## src/rtl/booth_seq_mult_ctrl_if.sv

```systemverilog
// Operand/result bundle between the issuing master and the Booth multiplier.
interface booth_seq_mult_ctrl_if #(
    parameter int WIDTH = 8
);
    logic                 start;
    logic [WIDTH-1:0]     multiplicand;
    logic [WIDTH-1:0]     multiplier;
    logic                 busy;
    logic                 done;
    logic [2*WIDTH-1:0]   product;

    modport master (
        output start, multiplicand, multiplier,
        input  busy, done, product
    );

    modport slave (
        input  start, multiplicand, multiplier,
        output busy, done, product
    );
endinterface

```

## src/rtl/booth_seq_mult_ctrl.sv

```systemverilog
// Sequential radix-2 Booth signed multiplier: one add/sub + shift per clock,
// WIDTH steps per operation, registered product with a one-cycle done pulse.
//
// state | meaning
// ------+-----------------------------------------------------------
// IDLE  | waiting for start; operands captured on the accepting edge
// RUN   | one Booth step per cycle; leaves on the step with cnt == 0
module booth_seq_mult_ctrl #(
    parameter int WIDTH = 8
) (
    input  logic                   clk,
    input  logic                   rst_n,
    booth_seq_mult_ctrl_if.slave   bus
);
    localparam int CW = (WIDTH > 2) ? $clog2(WIDTH) : 1;

    localparam logic [0:0] IDLE = 1'b0;
    localparam logic [0:0] RUN  = 1'b1;

    logic [0:0]           state;
    logic [WIDTH-1:0]     m_reg;
    logic [WIDTH:0]       a_reg;
    logic [WIDTH-1:0]     q_reg;
    logic                 q_m1;
    logic [CW-1:0]        cnt;
    logic                 done_r;
    logic [2*WIDTH-1:0]   product_r;

    // A is one bit wider than the operands so that subtracting the most
    // negative multiplicand cannot overflow.
    logic [WIDTH:0]       m_ext;
    logic [WIDTH:0]       a_sum;
    logic [WIDTH:0]       a_next;
    logic [WIDTH-1:0]     q_next;

    // Booth add/sub selected by {Q[0], q_-1}, followed by the arithmetic shift.
    always_comb begin
        m_ext = {m_reg[WIDTH-1], m_reg};
        a_sum = a_reg;
        case ({q_reg[0], q_m1})
            2'b01:   a_sum = a_reg + m_ext;
            2'b10:   a_sum = a_reg - m_ext;
            default: a_sum = a_reg;
        endcase
        a_next = {a_sum[WIDTH], a_sum[WIDTH:1]};
        q_next = {a_sum[0], q_reg[WIDTH-1:1]};
    end

    // Controller and datapath registers; done defaults low so it pulses once.
    always_ff @(posedge clk or negedge rst_n) begin
        if (!rst_n) begin
            state     <= IDLE;
            m_reg     <= '0;
            a_reg     <= '0;
            q_reg     <= '0;
            q_m1      <= 1'b0;
            cnt       <= '0;
            done_r    <= 1'b0;
            product_r <= '0;
        end else begin
            done_r <= 1'b0;
            case (state)
                IDLE: begin
                    if (bus.start) begin
                        m_reg <= bus.multiplicand;
                        a_reg <= '0;
                        q_reg <= bus.multiplier;
                        q_m1  <= 1'b0;
                        cnt   <= CW'(WIDTH - 1);
                        state <= RUN;
                    end
                end
                RUN: begin
                    a_reg <= a_next;
                    q_reg <= q_next;
                    q_m1  <= q_reg[0];
                    cnt   <= cnt - 1'b1;
                    if (cnt == '0) begin
                        product_r <= {a_next[WIDTH-1:0], q_next};
                        done_r    <= 1'b1;
                        state     <= IDLE;
                    end
                end
                default: state <= IDLE;
            endcase
        end
    end

    assign bus.busy    = (state == RUN);
    assign bus.done    = done_r;
    assign bus.product = product_r;
endmodule

```

## src/flat_wrapper.sv

```systemverilog
// flat-port wrapper written by rule: the top's interface ports become plain ports
module booth_seq_mult_ctrl_flat 
#(
    parameter int WIDTH = 8
)
  (clk, rst_n, bus_start, bus_multiplicand, bus_multiplier, bus_busy, bus_done, bus_product);
  booth_seq_mult_ctrl_if #(.WIDTH(WIDTH)) bus_i ();
  input  logic clk;
  input  logic rst_n;
  input wire logic [$bits(bus_i.start)-1:0] bus_start;
  input wire logic [$bits(bus_i.multiplicand)-1:0] bus_multiplicand;
  input wire logic [$bits(bus_i.multiplier)-1:0] bus_multiplier;
  output wire logic [$bits(bus_i.busy)-1:0] bus_busy;
  output wire logic [$bits(bus_i.done)-1:0] bus_done;
  output wire logic [$bits(bus_i.product)-1:0] bus_product;
  assign bus_i.start = bus_start;
  assign bus_i.multiplicand = bus_multiplicand;
  assign bus_i.multiplier = bus_multiplier;
  assign bus_busy = bus_i.busy;
  assign bus_done = bus_i.done;
  assign bus_product = bus_i.product;
  booth_seq_mult_ctrl #(.WIDTH(WIDTH)) u_core (.clk(clk), .rst_n(rst_n), .bus(bus_i));
endmodule
```

## config.mk

```make
export PLATFORM = sky130hd
export DESIGN_NAME = booth_seq_mult_ctrl_flat
export DESIGN_NICKNAME = d
export VERILOG_FILES = /design/src/rtl/booth_seq_mult_ctrl_if.sv /design/src/rtl/booth_seq_mult_ctrl.sv /design/src/flat_wrapper.sv
export SDC_FILE = /design/constraint.sdc
export NUM_CORES = 1
export LEC_CHECK = 0
export BUFFER_PORTS_ARGS = -buffer_cell sky130_fd_sc_hd__buf_2
export CAP_MARGIN = 0
export CORE_MARGIN = 4
export CORE_UTILIZATION = 51
export DETAILED_ROUTE_END_ITERATION = 8
export GPL_TIMING_DRIVEN = 1
export PLACE_DENSITY_LB_ADDON = 0.15
export SKIP_CTS_REPAIR_TIMING = 1
export SLEW_MARGIN = 20
export SYNTH_ARGS = -nofsm -noshare
export SYNTH_HDL_FRONTEND = slang
export SYNTH_SLANG_ARGS = --single-unit
```

## constraint.sdc

```tcl
create_clock -name clk -period 2.3 [get_ports clk]
set_input_delay 0.115 -clock clk [delete_from_list [all_inputs] [get_ports clk]]
set_output_delay 0.115 -clock clk [all_outputs]
set_load 0.05 [all_outputs]
```

==> results.sh <==
export IMPL_via_per_inst=5.276
export IMPL_ys_warn_count=0
export IMPL_clock_sinks=46
export IMPL_area_growth_pct=23.92
export IMPL_path_max_fanout=4
export IMPL_run_status="finished, violations left"
export IMPL_tightest_slew_ns=0.5237
export IMPL_max_slew_margin_rel_pct=65.08
export IMPL_place_port_buffers=36
export IMPL_synth_top_area_share_pct=46.72
export IMPL_drt_iter0_markers=95
export IMPL_clk_latency_ns=0.30
export IMPL_synth_top_family_by_area="simple AND/OR/NAND/NOR gates"
export IMPL_hold_violations=0
export IMPL_synthTopCellsByArea="dfrtp_1 47%, nand2_1 6.4%, ha_1 6.1%"
export IMPL_final_cell_mix="46 x dfrtp_1, 42 x nand2_1, 36 x buf_2"
export IMPL_ys_flop_type="dfrtp_1"
export IMPL_detail_route_wl_per_cell_um=13.60
export IMPL_syn_nets=283
export IMPL_synth_xor_area_share_pct=5.333
export IMPL_firstDrtPassIters=4
export IMPL_path_buf_inv=0
export IMPL_slew_violations=0
export IMPL_place_gp_congestion=0.8675
export IMPL_path_clk_slew_ns=0.08
export IMPL_worst_path_max_delay_cell="dfrtp_1"
export IMPL_crit_family="compound AO/OA/AOI/OAI gates"
export IMPL_rsz0062_at_grt="yes"
export IMPL_tns_ns=-0.4667
export IMPL_fillCellCount=395
export IMPL_dieWidth_um=77.50
export IMPL_cts_tree="done"
export IMPL_hold_ws_ns=0.008464
export IMPL_setup_viol=6
export IMPL_finalCritPeriodShare_pct=106.7
export IMPL_syn_cell_area_mm2=0.002464
export IMPL_fin_nets=339
export IMPL_skew_ns=0.005993
export IMPL_routed_via_count=1910
export IMPL_die_area_mm2=0.006006
export IMPL_ioPinCount=37
export IMPL_synth_async_reset_ratio_pct=100.0
export IMPL_multi_input_area_mm2=0.001292
export IMPL_synthMuxAreaShare_pct=8.685
export IMPL_grt_max_degree=25
export IMPL_hp_class="input pin to flip-flop"
export IMPL_synth_compound_area_share_pct=13.00
export IMPL_cp_slowest_stage_delay_ns=0.46
export IMPL_synth_area_per_cell_um2=9.815
export IMPL_drtAntennaViolNets=0
export IMPL_grt_overflow=0
export IMPL_seq_area_frac_synth_pct=46.72
export IMPL_dpl_hpwl_um=3682
export IMPL_ys_types=40
export IMPL_final_common_cell="dfrtp_1"
export IMPL_violations="setup timing"
export IMPL_crit_path_cell_trace="nor3_2, a21oi_2, xnor2_1, ha_1, a2111o_1, o22ai_2, mux2i_2, xor2_1, o21ai_1"
export IMPL_groute_usage_overall_pct=17.78
export IMPL_required_ns=2.48
export IMPL_n_antenna_cell=0
export IMPL_cts_root_buf="clkbuf_8"
export IMPL_ctsLongestPathBuffers=2
export IMPL_die_h_um=77.50
export IMPL_core_area_mm2=0.004692
export IMPL_final_layout_size_suffix_gt1_share_pct=32.79
export IMPL_numCtsBuffers=5
export IMPL_grt_pass1_vias=1890
export IMPL_setup_worst_path_end_class="flip-flop"
export IMPL_synth_fa_ha_area_share_pct=6.907
export IMPL_fmax_ghz=0.4076
export IMPL_finalCriticalPeriod_ns=2.453
export IMPL_ys_ff_latch=46
export IMPL_maxCapViolCount=0
export IMPL_worst_endpoint_arrival_ns=2.64
export IMPL_initial_core_util_pct=52.51
export IMPL_setup_ws_ns=-0.1532
export IMPL_antenna_found_initial=0
export IMPL_crit_type="flip-flop to flip-flop"
export IMPL_syn_inst=251
export IMPL_routed_wirelength_um=4925
export IMPL_grt_pass1_wl_um=8618
export IMPL_row_count=25
export IMPL_synth_edff_count=0
export IMPL_largest_reg_flops=16
export IMPL_crit_path_start_kind="flip-flop"
export IMPL_synth_top_area_cell="dfrtp_1"
export IMPL_route_detailed_drc=0
export IMPL_final_seq_area_mm2=0.001151
export IMPL_synthSimpleGateAreaFrac_pct=14.58
export IMPL_htree_num_levels=2
-- cell type report --
type / count / area share [%]
Multi-Input combinational cell: 180 / 42.34
Timing Repair Buffer: 63 / 12.62
Clock inverter: 3 / 1.434
Sequential cell: 46 / 37.70
Inverter: 11 / 1.434
Tap cell: 54 / 2.213
Clock buffer: 5 / 2.254
-- synthesized netlist by cell type (3+ instances only) --
cell	number
nor3_1	5
dfrtp_1	46
nor2_1	14
mux2i_1	11
xor2_1	3
nand2_1	42
buf_2	5
nand3b_1	3
a21oi_1	12
a31oi_1	3
nand2b_1	3
o31ai_1	4
o21ai_0	21
mux2_2	8
clkbuf_1	6
ha_1	12
inv_1	10
nor2b_1	5
xnor2_1	12
-- worst reg2reg max path, delay by kind of cell, from the launching register on --
kind | cells | cell delay (ns)
AO/OA/AOI/OAI | 4 | 0.73
XOR/XNOR | 2 | 0.30
multiplexers | 1 | 0.29
flip-flops | 1 | 0.46
AND/OR/NAND/NOR | 1 | 0.25
adder cells (fa/ha/maj) | 1 | 0.31
-- kinds of logic after synthesis --
logic type | Yosys count
buffers and inverters | 25
AND/OR/NAND/NOR | 79
flip-flops | 46
multiplexers | 20
AO/OA/AOI/OAI | 53
adder cells (fa/ha/maj) | 13
XOR/XNOR | 15
-- path summary, 6_finish.rpt --
check,depth (start not counted),slack [ns],endpoint,from
min in group asynchronous,2,0.31,u_core.bus.product[1]$_DFFE_PN0P_,rst_n
setup reg to reg,9,-0.15,u_core.bus.product[15]$_DFFE_PN0P_,u_core.m_reg[3]$_DFFE_PN0P_
hold / removal,3,0.008,u_core.m_reg[0]$_DFFE_PN0P_,bus_multiplicand[0]
setup / recovery,9,-0.15,u_core.bus.product[15]$_DFFE_PN0P_,u_core.m_reg[3]$_DFFE_PN0P_
max in group asynchronous,3,1.30,u_core.bus.product[12]$_DFFE_PN0P_,rst_n
hold reg to reg,2,0.48,u_core.bus.product[4]$_DFFE_PN0P_,u_core.bus.product[4]$_DFFE_PN0P_
-- routing by layer --
layer,wire length (um),vias up,part of all wire (%),GRT usage [%]
li1,-,967,-,-
met1,2315,900,47,24.14
met2,2342,39,48,28.67
met3,225,4,4.6,3.712
met4,41,0,0.83,5.338
met5,0,-,0,0
-- through the flow --
step                      instance area (um2)  util [%]  cells  setup WS, ns
final                                    3053     65.07    362       -0.1532
after global routing                     3053     65.07    362       -0.2946
after CTS                                2967     63.23    360       -0.2302
after detailed placement                 2854     60.83    352       -0.2015
after global placement                   2854     60.83    352       -0.1102
after floorplan                          2497         -    251      -0.02576
Power is not shown: default switching activity piles up to over one toggle a cycle in this logic, so the estimate is an artifact.
